### config.mk
export PLATFORM = sky130hd
export DESIGN_NAME = alu_seq
export DESIGN_NICKNAME = d
export VERILOG_FILES = /design/src/rtl/alu_seq.sv
export SDC_FILE = /design/constraint.sdc
export NUM_CORES = 1
export LEC_CHECK = 0
export CORE_ASPECT_RATIO = 2
export CORE_MARGIN = 2
export CORE_UTILIZATION = 45
export DETAILED_ROUTE_END_ITERATION = 12
export GPL_TIMING_DRIVEN = 0
export MAX_ROUTING_LAYER = met4
export PLACE_DENSITY = 0.71
export SYNTH_ARGS = -nofsm -noshare
export SYNTH_HDL_FRONTEND = slang
export SYNTH_SLANG_ARGS = --single-unit
### constraint.sdc
create_clock -name clk -period 6.8 [get_ports clk]
set_clock_uncertainty 0.1 [all_clocks]
set_input_delay 1.02 -clock clk [delete_from_list [all_inputs] [get_ports clk]]
set_output_delay 1.02 -clock clk [all_outputs]
set_load 0.1 [all_outputs]
### src/rtl/alu_seq.sv
// rtl/alu_seq.sv - sequential ALU with single-cycle logic/arith ops, Booth multiply and restoring divide
//
// Purpose: executes one operation per accepted start. Logic, add/sub, shift,
// rotate, negate, not and increment finish with latency 1. Signed multiply
// (radix-2 Booth) and signed divide (restoring, on magnitudes) iterate one
// bit per cycle and finish WIDTH+1 cycles after acceptance.
//
// Ports:
//   clk    in   1        system clock, rising edge
//   clr    in   1        synchronous active-high reset
//   start  in   1        operation request, accepted in IDLE or DONE
//   op     in   4        opcode (0 AND .. 12 INCPC, 13-15 illegal)
//   A      in   WIDTH    operand A
//   B      in   WIDTH    operand B (shift/rotate amount in B[SHW-1:0])
//   C      out  2*WIDTH  registered result {HI, LO}
//   busy   out  1        multiply/divide iterating
//   done   out  1        one-cycle pulse, C valid
//   dz     out  1        divide-by-zero, held until next accepted start

module alu_seq #(
  parameter int WIDTH = 32,
  parameter int SHW   = $clog2(WIDTH)
) (
  input  logic               clk,
  input  logic               clr,
  input  logic               start,
  input  logic [3:0]         op,
  input  logic [WIDTH-1:0]   A,
  input  logic [WIDTH-1:0]   B,
  output logic [2*WIDTH-1:0] C,
  output logic               busy,
  output logic               done,
  output logic               dz
);

  localparam int CW = $clog2(WIDTH);

  localparam logic [1:0] S_IDLE = 2'd0;
  localparam logic [1:0] S_MUL  = 2'd1;
  localparam logic [1:0] S_DIV  = 2'd2;
  localparam logic [1:0] S_DONE = 2'd3;

  localparam logic [3:0] OP_AND   = 4'd0;
  localparam logic [3:0] OP_OR    = 4'd1;
  localparam logic [3:0] OP_ADD   = 4'd2;
  localparam logic [3:0] OP_SUB   = 4'd3;
  localparam logic [3:0] OP_MUL   = 4'd4;
  localparam logic [3:0] OP_DIV   = 4'd5;
  localparam logic [3:0] OP_SHR   = 4'd6;
  localparam logic [3:0] OP_SHL   = 4'd7;
  localparam logic [3:0] OP_ROR   = 4'd8;
  localparam logic [3:0] OP_ROL   = 4'd9;
  localparam logic [3:0] OP_NEG   = 4'd10;
  localparam logic [3:0] OP_NOT   = 4'd11;
  localparam logic [3:0] OP_INCPC = 4'd12;

  logic [1:0]         state_q, state_d;
  logic [CW-1:0]      cnt_q, cnt_d;
  logic [WIDTH-1:0]   a_q, a_d;     // captured A: multiplicand / original dividend
  logic [WIDTH-1:0]   b_q, b_d;     // divisor magnitude (divide only)
  logic [WIDTH:0]     hi_q, hi_d;   // Booth upper accumulator / partial remainder
  logic [WIDTH-1:0]   lo_q, lo_d;   // Booth multiplier bits / dividend-quotient shifter
  logic               qb_q, qb_d;   // Booth q(-1) bit
  logic               qneg_q, qneg_d;
  logic [2*WIDTH-1:0] c_q, c_d;
  logic               dz_q, dz_d;

  // ---------------- single-cycle datapath ----------------
  logic [SHW-1:0]     sh;
  logic [2*WIDTH-1:0] dbl, rot_r, rot_l;
  logic [WIDTH-1:0]   sc_res;

  assign sh    = B[SHW-1:0];
  assign dbl   = {A, A};
  // Rotating the doubled word lets amount 0 fall out naturally with no special case.
  assign rot_r = dbl >> sh;
  assign rot_l = dbl << sh;

  always_comb begin
    sc_res = '0;
    case (op)
      OP_AND:   sc_res = A & B;
      OP_OR:    sc_res = A | B;
      OP_ADD:   sc_res = A + B;
      OP_SUB:   sc_res = A - B;
      OP_SHR:   sc_res = A >> sh;
      OP_SHL:   sc_res = A << sh;
      OP_ROR:   sc_res = rot_r[WIDTH-1:0];
      OP_ROL:   sc_res = rot_l[2*WIDTH-1:WIDTH];
      OP_NEG:   sc_res = '0 - A;
      OP_NOT:   sc_res = ~A;
      OP_INCPC: sc_res = A + WIDTH'(1);
      default:  sc_res = '0;
    endcase
  end

  logic [WIDTH-1:0] abs_a, abs_b;
  assign abs_a = A[WIDTH-1] ? ('0 - A) : A;
  assign abs_b = B[WIDTH-1] ? ('0 - B) : B;

  // ---------------- Booth step ----------------
  // hi carries one guard bit so subtracting the most-negative multiplicand cannot overflow.
  logic [WIDTH:0]   m_ext, booth_sum, booth_hi;
  logic [WIDTH-1:0] booth_lo;

  assign m_ext = {a_q[WIDTH-1], a_q};

  always_comb begin
    booth_sum = hi_q;
    case ({lo_q[0], qb_q})
      2'b10:   booth_sum = hi_q - m_ext;
      2'b01:   booth_sum = hi_q + m_ext;
      default: booth_sum = hi_q;
    endcase
  end

  assign booth_hi = {booth_sum[WIDTH], booth_sum[WIDTH:1]};
  assign booth_lo = {booth_sum[0], lo_q[WIDTH-1:1]};

  // ---------------- restoring divide step ----------------
  logic [WIDTH:0]   r_sh, r_diff, div_r;
  logic [WIDTH-1:0] div_q, q_fix, r_fix;

  assign r_sh   = {hi_q[WIDTH-1:0], lo_q[WIDTH-1]};
  assign r_diff = r_sh - {1'b0, b_q};

  always_comb begin
    if (!r_diff[WIDTH]) begin
      div_r = r_diff;
      div_q = {lo_q[WIDTH-2:0], 1'b1};
    end else begin
      div_r = r_sh;
      div_q = {lo_q[WIDTH-2:0], 1'b0};
    end
  end

  // Quotient sign from operand signs; remainder follows the dividend.
  assign q_fix = qneg_q   ? ('0 - div_q) : div_q;
  assign r_fix = a_q[WIDTH-1] ? ('0 - div_r[WIDTH-1:0]) : div_r[WIDTH-1:0];

  // ---------------- next state ----------------
  logic last_iter;
  assign last_iter = (cnt_q == CW'(WIDTH - 1));

  always_comb begin
    state_d = state_q;
    cnt_d   = cnt_q;
    a_d     = a_q;
    b_d     = b_q;
    hi_d    = hi_q;
    lo_d    = lo_q;
    qb_d    = qb_q;
    qneg_d  = qneg_q;
    c_d     = c_q;
    dz_d    = dz_q;

    case (state_q)
      S_IDLE, S_DONE: begin
        state_d = S_IDLE;
        if (start) begin
          a_d    = A;
          cnt_d  = '0;
          dz_d   = 1'b0;
          hi_d   = '0;
          qb_d   = 1'b0;
          qneg_d = 1'b0;
          case (op)
            OP_MUL: begin
              lo_d    = B;
              state_d = S_MUL;
            end
            OP_DIV: begin
              lo_d    = abs_a;
              b_d     = abs_b;
              qneg_d  = A[WIDTH-1] ^ B[WIDTH-1];
              state_d = S_DIV;
            end
            default: begin
              c_d     = {{WIDTH{1'b0}}, sc_res};
              state_d = S_DONE;
            end
          endcase
        end
      end

      S_MUL: begin
        hi_d  = booth_hi;
        lo_d  = booth_lo;
        qb_d  = lo_q[0];
        cnt_d = cnt_q + CW'(1);
        if (last_iter) begin
          c_d     = {booth_hi[WIDTH-1:0], booth_lo};
          state_d = S_DONE;
        end
      end

      S_DIV: begin
        hi_d  = div_r;
        lo_d  = div_q;
        cnt_d = cnt_q + CW'(1);
        if (last_iter) begin
          if (b_q == '0) begin
            c_d  = {a_q, {WIDTH{1'b1}}};
            dz_d = 1'b1;
          end else begin
            c_d  = {r_fix, q_fix};
          end
          state_d = S_DONE;
        end
      end

      default: state_d = S_IDLE;
    endcase
  end

  always_ff @(posedge clk) begin
    if (clr) begin
      state_q <= S_IDLE;
      cnt_q   <= '0;
      a_q     <= '0;
      b_q     <= '0;
      hi_q    <= '0;
      lo_q    <= '0;
      qb_q    <= 1'b0;
      qneg_q  <= 1'b0;
      c_q     <= '0;
      dz_q    <= 1'b0;
    end else begin
      state_q <= state_d;
      cnt_q   <= cnt_d;
      a_q     <= a_d;
      b_q     <= b_d;
      hi_q    <= hi_d;
      lo_q    <= lo_d;
      qb_q    <= qb_d;
      qneg_q  <= qneg_d;
      c_q     <= c_d;
      dz_q    <= dz_d;
    end
  end

  assign C    = c_q;
  assign busy = (state_q == S_MUL) || (state_q == S_DIV);
  assign done = (state_q == S_DONE);
  assign dz   = dz_q;

endmodule

==> impl_metrics.yaml, run 1 <==
synth:
  ys_warn_count: 0
  synth_top_flop_cell: "dfxtp_1"
  ys_seq_elements: 203
  yosysTopAreaCell: "dfxtp_1"
  synth_seq_area_share_pct: 16.17
  synthSimpleGateAreaFrac_pct: 23.61
  async_flop_share_pct: 0
  synth_area_leaders: "dfxtp_1 16%, a21oi_1 7.9%, nor2_1 6.6%"
  synth.distinct_cells: 103
  muxShareOfSynthArea_pct: 6.867
  synthesis.nets: 3896
  synth-compound-area-share_pct: 33.35
  synth_area_mm2: 0.02513
  yosys.area_share.xor_xnor_pct: 7.250
  synthTopCellsByCount: "442 x nor2_1, 418 x nand2_1, 397 x a21oi_1"
  synthCells: 3706
  synth_edf_count: 0
  synth.avg_cell_area_um2: 6.780
  synth_top_family_by_area: "compound AO/OA/AOI/OAI gates"
  yosysTopAreaCellShare_pct: 16.17
  yosysMostFrequentCell: "nor2_1"
  synth_adder_area_share_pct: 6.015
run_status:
  firstError: "[ERROR GRT-0116] Global routing finished with congestion. Check the congestion regions in the DRC Viewer."
  lastStage: "global routing (5_1_grt)"
  outcome: "stopped before the end"
placed_design:
  portBuffers: 115
  hpwl_um: 139400
  gp_congestion: 1.250
clocking:
  cts_buffers: 20
  cts.htree.levels: 1
  clockBufferDepth: 3
  cts-hold-fix-buffers: 0
  cts.sinks: 203
  cts_root_buf: "clkbuf_16"
floorplan:
  chipHeight_um: 338.2
  ioPinCount: 138
  start_util_pct: 45.47
  dieWidth_um: 171.1
  row_count: 122
global_routing:
  grt_start_max_net_pins: 17
  grt_pass1_wl_um: 331600
  grt_pass1_vias: 38580
  grt_use_total_pct: 77.45
  overflow: 1449
-- metal layers --
layer  GRT overflow  global-route usage (%)
met4            395                   78.21
met5              -                       -
met2           1030                   98.79
met3             18                   53.85
met1              6                   73.37
-- per-stage QoR --
| step | instances | setup slack, ns | setup TNS [ns] | hold slack [ns] | area (um^2) |
|---|---|---|---|---|---|
| 2_1_floorplan | 3706 | 0.4582 | 0 | 0.3490 | 25130 |
| 3_3_place_gp | 4565 | -2.431 | -74.97 | 0.3325 | 27210 |
| 3_5_place_dp | 4568 | -2.408 | -65.73 | 0.3421 | 27260 |
| 4_1_cts | 4608 | 0.01004 | 0 | 0.3571 | 28210 |
-- logic make-up after synthesis --
group | after synthesis
AOI/OAI and AO/OA | 1316
and+or+nand+nor | 1290
buffers and inverters | 427
xor gates and xnor gates | 208
DFF | 203
muxes | 143
adders and majority gates | 119
-- what timing repair did --
action | CTS
buffers inserted | 5
endpoints found under the setup margin | 68
pin swaps | 7
resized for setup | 53
==> inputs of run 2 (changes only) <==
CORE_ASPECT_RATIO = not set   (was 2)
CORE_UTILIZATION = 30   (was 45)
MAX_ROUTING_LAYER = not set   (was met4)
PLACE_DENSITY = not set   (was 0.71)
PLACE_DENSITY_LB_ADDON = 0.15   (was not set)
clock period = 8.8 ns   (was 6.8 ns; I/O delays follow)
==> run 2 against run 1 <==
The flow now finishes, with violations (max-capacitance violations, max-slew violations). Area after synthesis unchanged. Synthesized cell count did not move.
==> impl_metrics.yaml, run 2 <==
detailed_routing:
  drc: 0
  via_count: 30890
  wire_per_inst_um: 30.63
  routed_via_density: 6.236
  drt_wl_total_um: 151700
  dr.pass1.iters: 5
  drt_iter0_drc: 3490
  postRouteAntennaNets: 0
synth:
  synth_area_leaders: "dfxtp_1 16%, a21oi_1 7.9%, nor2_1 6.6%"
  synth_adder_area_share_pct: 6.015
  ys_warn_count: 0
  synthTopCellsByCount: "442 x nor2_1, 418 x nand2_1, 397 x a21oi_1"
  synth.distinct_cells: 103
  synth_top_flop_cell: "dfxtp_1"
  yosysTopAreaCellShare_pct: 16.17
  ys_seq_elements: 203
  yosysMostFrequentCell: "nor2_1"
  synth_top_family_by_area: "compound AO/OA/AOI/OAI gates"
  yosys.area_share.xor_xnor_pct: 7.250
  synthCells: 3706
  synthSimpleGateAreaFrac_pct: 23.61
  synth_area_mm2: 0.02513
  muxShareOfSynthArea_pct: 6.867
  synth_seq_area_share_pct: 16.17
  synthesis.nets: 3896
  synth_edf_count: 0
  async_flop_share_pct: 0
  yosysTopAreaCell: "dfxtp_1"
  synth.avg_cell_area_um2: 6.780
  synth-compound-area-share_pct: 33.35
power:
  ir_worst_vdd_v: 0.0003479
  p_leak_nw: 10.31
  power.switching_mw: 7.326
  clockPowerShare_pct: 9.2
  switching_share_pct: 61.14
  pwr-share-seq_pct: 12.1
  p_per_area_mw_per_mm2: 420.1
  p_int_mw: 4.657
  p_comb_share_pct: 78.7
  p_total_mw: 11.98
global_routing:
  grt_use_total_pct: 34.06
  grt_start_max_net_pins: 14
  overflow: 0
  antenna_found_initial: 2
  grt_pass1_vias: 28670
  grt_pass1_wl_um: 213200
critical_path:
  cp_slowest_cell: "o21ai_0"
  cp_top_family: "compound AO/OA/AOI/OAI gates"
  cp_common_cell: "ha_1"
  cp_data_arrival_time_ns: 8.66
  r2r-start: "lo_q[31]$_SDFFE_PP0P_"
  rrSetupSlack_ns: 0.53
  end_kind: "flip-flop"
  cp-start-kind: "flip-flop"
  regToRegEndpoint: "C[58]$_SDFFE_PP0P_"
  max_stage_delay_ns: 0.76
  crit_required_ns: 9.19
  crit_buf_inv: 6
  reg2reg_depth: 28
  criticalPathCategory: "reg -> reg"
  crit_fanout: 10
placed_design:
  hpwl_um: 122200
  gp_congestion: 1.072
  portBuffers: 115
  dp_cells: 4903
  postPlaceCellArea_mm2: 0.02766
clocking:
  cts-hold-fix-buffers: 0
  cts.sinks: 203
  clockBufferDepth: 3
  cts_tree: "done"
  clk_pin_slew_ns: 0.06
  cts_buffers: 26
  cts_root_buf: "clkbuf_16"
  cts.htree.levels: 1
  clock_latency_ns: 0.59
run_status:
  violations: "max-capacitance violations, max-slew violations"
  outcome: "finished with violations"
min_path:
  hold_path_class: "reg -> reg"
  whs_endpoint: "C[43]$_SDFFE_PP0P_"
  min_path_cells: 2
  worstHoldStart: "C[43]$_SDFFE_PP0P_"
final_layout:
  final_common_cell: "nor2_1"
  fin_cells: 4954
  syn_to_final_growth_pct: 13.52
  layout_common_cells: "442 x nor2_1, 418 x nand2_1, 397 x a21oi_1, 329 x o21ai_0, 281 x clkbuf_1"
  drive_gt1_share_pct: 4.185
  nNetsFinal: 4041
  final_area_mm2: 0.02852
  largest_reg_flops: 64
floorplan:
  row_count: 106
  die_area_mm2: 0.08609
  ioPinCount: 138
  coreArea_mm2: 0.08329
  dieWidth_um: 293.4
  start_util_pct: 30.17
  chipHeight_um: 293.4
timing:
  max_freq_mhz: 120.9
  maxSlewViolCount: 1
  period_share_pct: 93.98
  tightest_slew_ns: 1.486
  hold_viol: 0
  layout_min_cycle_time_ns: 8.270
  max-slew-margin-rel_pct: -0.3047
  rsz0062_at_grt: "false"
  setup_viol: 0
  finalSetupTns_ns: 0
  hold_slack_ns: 0.3484
run:
  drv_cap: 1
[run 2: cell counts after synthesis]
Identical to the previous run, type by type.
[run 2: power by group through the flow]
stage | sequential, mW | combinational [mW] | clock [mW]
2_1_floorplan | 1.71 | 5.76 | 0
3_3_place_gp | 1.45 | 9.14 | 0
3_5_place_dp | 1.45 | 9.11 | 0
4_1_cts | 1.43 | 9.16 | 1.12
5_1_grt | 1.45 | 9.95 | 1.15
6_report | 1.45 | 9.43 | 1.11
[run 2: worst max path at each step]
| stage | end | startpoint | cells after the start |
|---|---|---|---|
| final | C[58]$_SDFFE_PP0P_ | lo_q[31]$_SDFFE_PP0P_ | 28 |
| after global routing | C[30]$_SDFFE_PP0P_ | lo_q[31]$_SDFFE_PP0P_ | 30 |
| after CTS | C[26]$_SDFFE_PP0P_ | lo_q[31]$_SDFFE_PP0P_ | 30 |
| after detailed placement | C[22]$_SDFFE_PP0P_ | op[1] | 19 |
| after global placement | C[22]$_SDFFE_PP0P_ | op[1] | 19 |
| after floorplan | C[62]$_SDFFE_PP0P_ | lo_q[31]$_SDFFE_PP0P_ | 27 |
[run 2: repair_timing]
item,4_1_cts,5_1_grt
gates resized for setup,0,4
setup buffers,0,0
setup endpoints to repair,0,17
[run 2: metrics by stage]
stage               worst slack, ns  utilization [%]
global route                 0.1505            34.24
finish                       0.5298            34.25
detailed placement         -0.08064            33.21
global placement           0.007359            33.17
CTS                         0.02408            34.22
floorplan                     2.458                -
[run 2: final cells by class]
type                            instances  area, um^2
Multi-Input combinational cell       3076       19400
Timing Repair Buffer                  117        1164
Sequential cell                       203        4064
Buffer                                330        1330
Tap cell                             1080        1351
Fill cell                            9351       54770
Inverter                               97       364.1
Clock buffer                           34       680.7
Antenna cell                            3       7.507
Clock inverter                         14       167.7
[run 2: kinds of logic after synthesis]
| kind of cell | count (synthesis) |
|---|---|
| XOR/XNOR | 208 |
| adder cells (fa/ha/maj) | 119 |
| multiplexers | 143 |
| flip-flops | 203 |
| AND/OR/NAND/NOR | 1290 |
| buffers and inverters | 427 |
| AO/OA/AOI/OAI | 1316 |
[run 2: worst min-delay path, stage by stage (launching register included)]
cell,delay [ns]
dfxtp_1,0.32
nand2_1,0.04
o21ai_0,0.05
[run 2: routing by layer]
layer / share of wire, % / GRT usage [%] / vias up
met5: 0.0099 / 0 / -
met2: 44 / 53.68 / 1824
met3: 7.7 / 4.039 / 508
li1: - / - / 13870
met1: 38 / 41.36 / 14690
met4: 10 / 28.97 / 2
No activity file was read; power rests on OpenSTA's default activity.
==> inputs of run 3 (changes only) <==
ABC_AREA = 1   (was not set)
CORE_MARGIN = 3   (was 2)
==> run 3 against run 2 <==
The flow now finishes without violations. Die area rose by 3.6%. Routed wire length grew 10%. Largest cell class unchanged. Design area up 2.8%. Cell count grew 19%. Setup slack improved by 0.99 ns. Utilization rose by 0.56 points. Synthesized cell count increased by 23%. Critical path type is now in -> reg. Non-clock buffer count decreased by 69. Global-route usage up 1.9 points. Hold slack better by 0.015 ns. Critical path depth fell by 1. Maximum frequency grew 14%.
==> impl_metrics.yaml, run 3 <==
synth:
  ys_seq_elements: 203
  synth_edf_count: 0
  yosysTopAreaCellShare_pct: 18.53
  synthTopCellsByCount: "1269 x nand2_1, 539 x o21ai_0, 472 x inv_1"
  synth_area_mm2: 0.02570
  yosysMostFrequentCell: "nand2_1"
  synth_top_flop_cell: "dfxtp_1"
  synthesis.nets: 4764
  synthCells: 4574
  async_flop_share_pct: 0
  synth_area_leaders: "nand2_1 19%, dfxtp_1 16%, o21ai_0 10%"
  synth_seq_area_share_pct: 15.81
  synth.avg_cell_area_um2: 5.619
  ys_warn_count: 0
  yosysTopAreaCell: "nand2_1"
  synth.distinct_cells: 66
final_layout:
  largest_reg_flops: 64
  final_area_mm2: 0.02931
  nNetsFinal: 4923
  fin_cells: 5890
  syn_to_final_growth_pct: 14.05
  drive_gt1_share_pct: 4.082
  final_common_cell: "nand2_1"
  layout_common_cells: "1269 x nand2_1, 539 x o21ai_0, 472 x inv_1, 456 x a21oi_1, 316 x nor2_1"
detailed_routing:
  routed_via_density: 5.784
  drc: 0
  drt_iter0_drc: 3407
  postRouteAntennaNets: 0
  dr.pass1.iters: 6
  wire_per_inst_um: 28.40
  drt_wl_total_um: 167300
  via_count: 34070
global_routing:
  overflow: 0
  grt_start_max_net_pins: 13
  grt_pass1_vias: 32430
  antenna_found_initial: 5
  grt_pass1_wl_um: 235000
  grt_use_total_pct: 36.00
timing:
  max_freq_mhz: 137.4
  hold_slack_ns: 0.3629
  layout_min_cycle_time_ns: 7.277
  period_share_pct: 82.70
  max-slew-margin-rel_pct: 10.25
  setup_viol: 0
  finalSetupTns_ns: 0
  rsz0062_at_grt: "false"
  tightest_slew_ns: 1.341
  maxSlewViolCount: 0
  hold_viol: 0
run_status:
  outcome: "finished, final reports clean"
clocking:
  cts-hold-fix-buffers: 0
  post_cts_buffers: 0
  clockBufferDepth: 3
  clk_pin_slew_ns: 0.06
  cts_buffers: 26
  clock_latency_ns: 0.58
  cts_root_buf: "clkbuf_16"
  post_cts_resized: 0
  cts.htree.levels: 1
  cts_tree: "done"
  cts.sinks: 203
min_path:
  worstHoldStart: "C[33]$_SDFFE_PP0P_"
  whs_endpoint: "C[33]$_SDFFE_PP0P_"
  hold_path_class: "reg -> reg"
  min_path_cells: 2
placed_design:
  hpwl_um: 139900
  dp_cells: 5839
  postPlaceCellArea_mm2: 0.02843
  portBuffers: 131
  gp_congestion: 1.060
floorplan:
  coreArea_mm2: 0.08422
  chipHeight_um: 298.7
  ioPinCount: 138
  start_util_pct: 30.52
  die_area_mm2: 0.08922
  dieWidth_um: 298.7
  row_count: 106
critical_path:
  cp_top_family: "simple AND/OR/NAND/NOR gates"
  reg2reg_depth: 33
  rrSetupSlack_ns: 1.82
  cp_data_arrival_time_ns: 7.58
  crit_buf_inv: 4
  crit_required_ns: 9.10
  crit_fanout: 10
  r2r-start: "lo_q[31]$_SDFFE_PP0P_"
  cp_slowest_cell: "xor2_1"
  regToRegEndpoint: "C[30]$_SDFFE_PP0P_"
  max_stage_delay_ns: 0.64
  cp_common_cell: "nand2_1"
  end_kind: "flip-flop"
  cp-start-kind: "primary input"
  criticalPathCategory: "in -> reg"
run:
  drv_cap: 0
## run 3: cell types whose count changed after synthesis, moves of 42 or more
cell	delta
xnor2_1	-79
a221oi_1	-42
nand3_1	+174
nand2_1	+851
clkbuf_1	-80
o21ai_0	+210
a21oi_1	+59
inv_1	+379
mux2i_1	-80
or3_1	-45
nand2b_1	-51
nor2_1	-126
a211oi_1	-77
## run 3: how the worst max path moves through the flow
stage	from	end	slack, ns	cells after the start
CTS	B[0]	C[27]$_SDFFE_PP0P_	1.74	27
global placement	B[0]	C[27]$_SDFFE_PP0P_	1.13	27
finish	B[0]	C[27]$_SDFFE_PP0P_	1.52	27
floorplan	B[1]	C[31]$_SDFFE_PP0P_	3.41	31
detailed placement	B[0]	C[27]$_SDFFE_PP0P_	1.18	27
global route	B[0]	C[27]$_SDFFE_PP0P_	1.40	27
## run 3: cell families after synthesis
| family | share of synthesized area, % |
|---|---|
| simple gates | 33.56 |
| mux | 0.6621 |
| compound gates | 29.68 |
| fa+ha+maj | 5.881 |
| flops | 15.81 |
| xor+xnor | 3.272 |
| buf+inv | 11.13 |
## run 3: per-layer routing
layer	vias up	GRT usage (%)	routed length [um]
li1	15760	-	-
met1	16090	42.64	64550
met2	1695	59.94	75360
met3	524	4.686	11750
met4	4	25.86	15600
met5	-	0	29
## run 3: tightest hold or removal path: stages, from the launching register on
cell	delay [ns]
dfxtp_1	0.31
nand2_1	0.06
a21oi_1	0.05
## run 3: stage by stage
stage	worst slack, ns	util, %
CTS	1.737	34.79
floorplan	3.413	-
finish	1.523	34.80
detailed placement	1.178	33.76
global placement	1.134	33.76
global route	1.396	34.79
## run 3: cell type report
| cell class | count | area, um^2 |
|---|---|---|
| antenna | 4 | 10.01 |
| buffer | 247 | 989.7 |
| clock buffer | 38 | 767.0 |
| clock inverter | 9 | 102.6 |
| fill | 9919 | 54910 |
| inverter | 498 | 1871 |
| multi-input combinational | 3626 | 18780 |
| sequential | 203 | 4064 |
| tap | 1134 | 1419 |
| timing repair buffer | 131 | 1311 |
Power of run 3 is left out: the tool's default activity adds up to more than one toggle a clock period on the data nets, which glitch-free logic cannot reach.
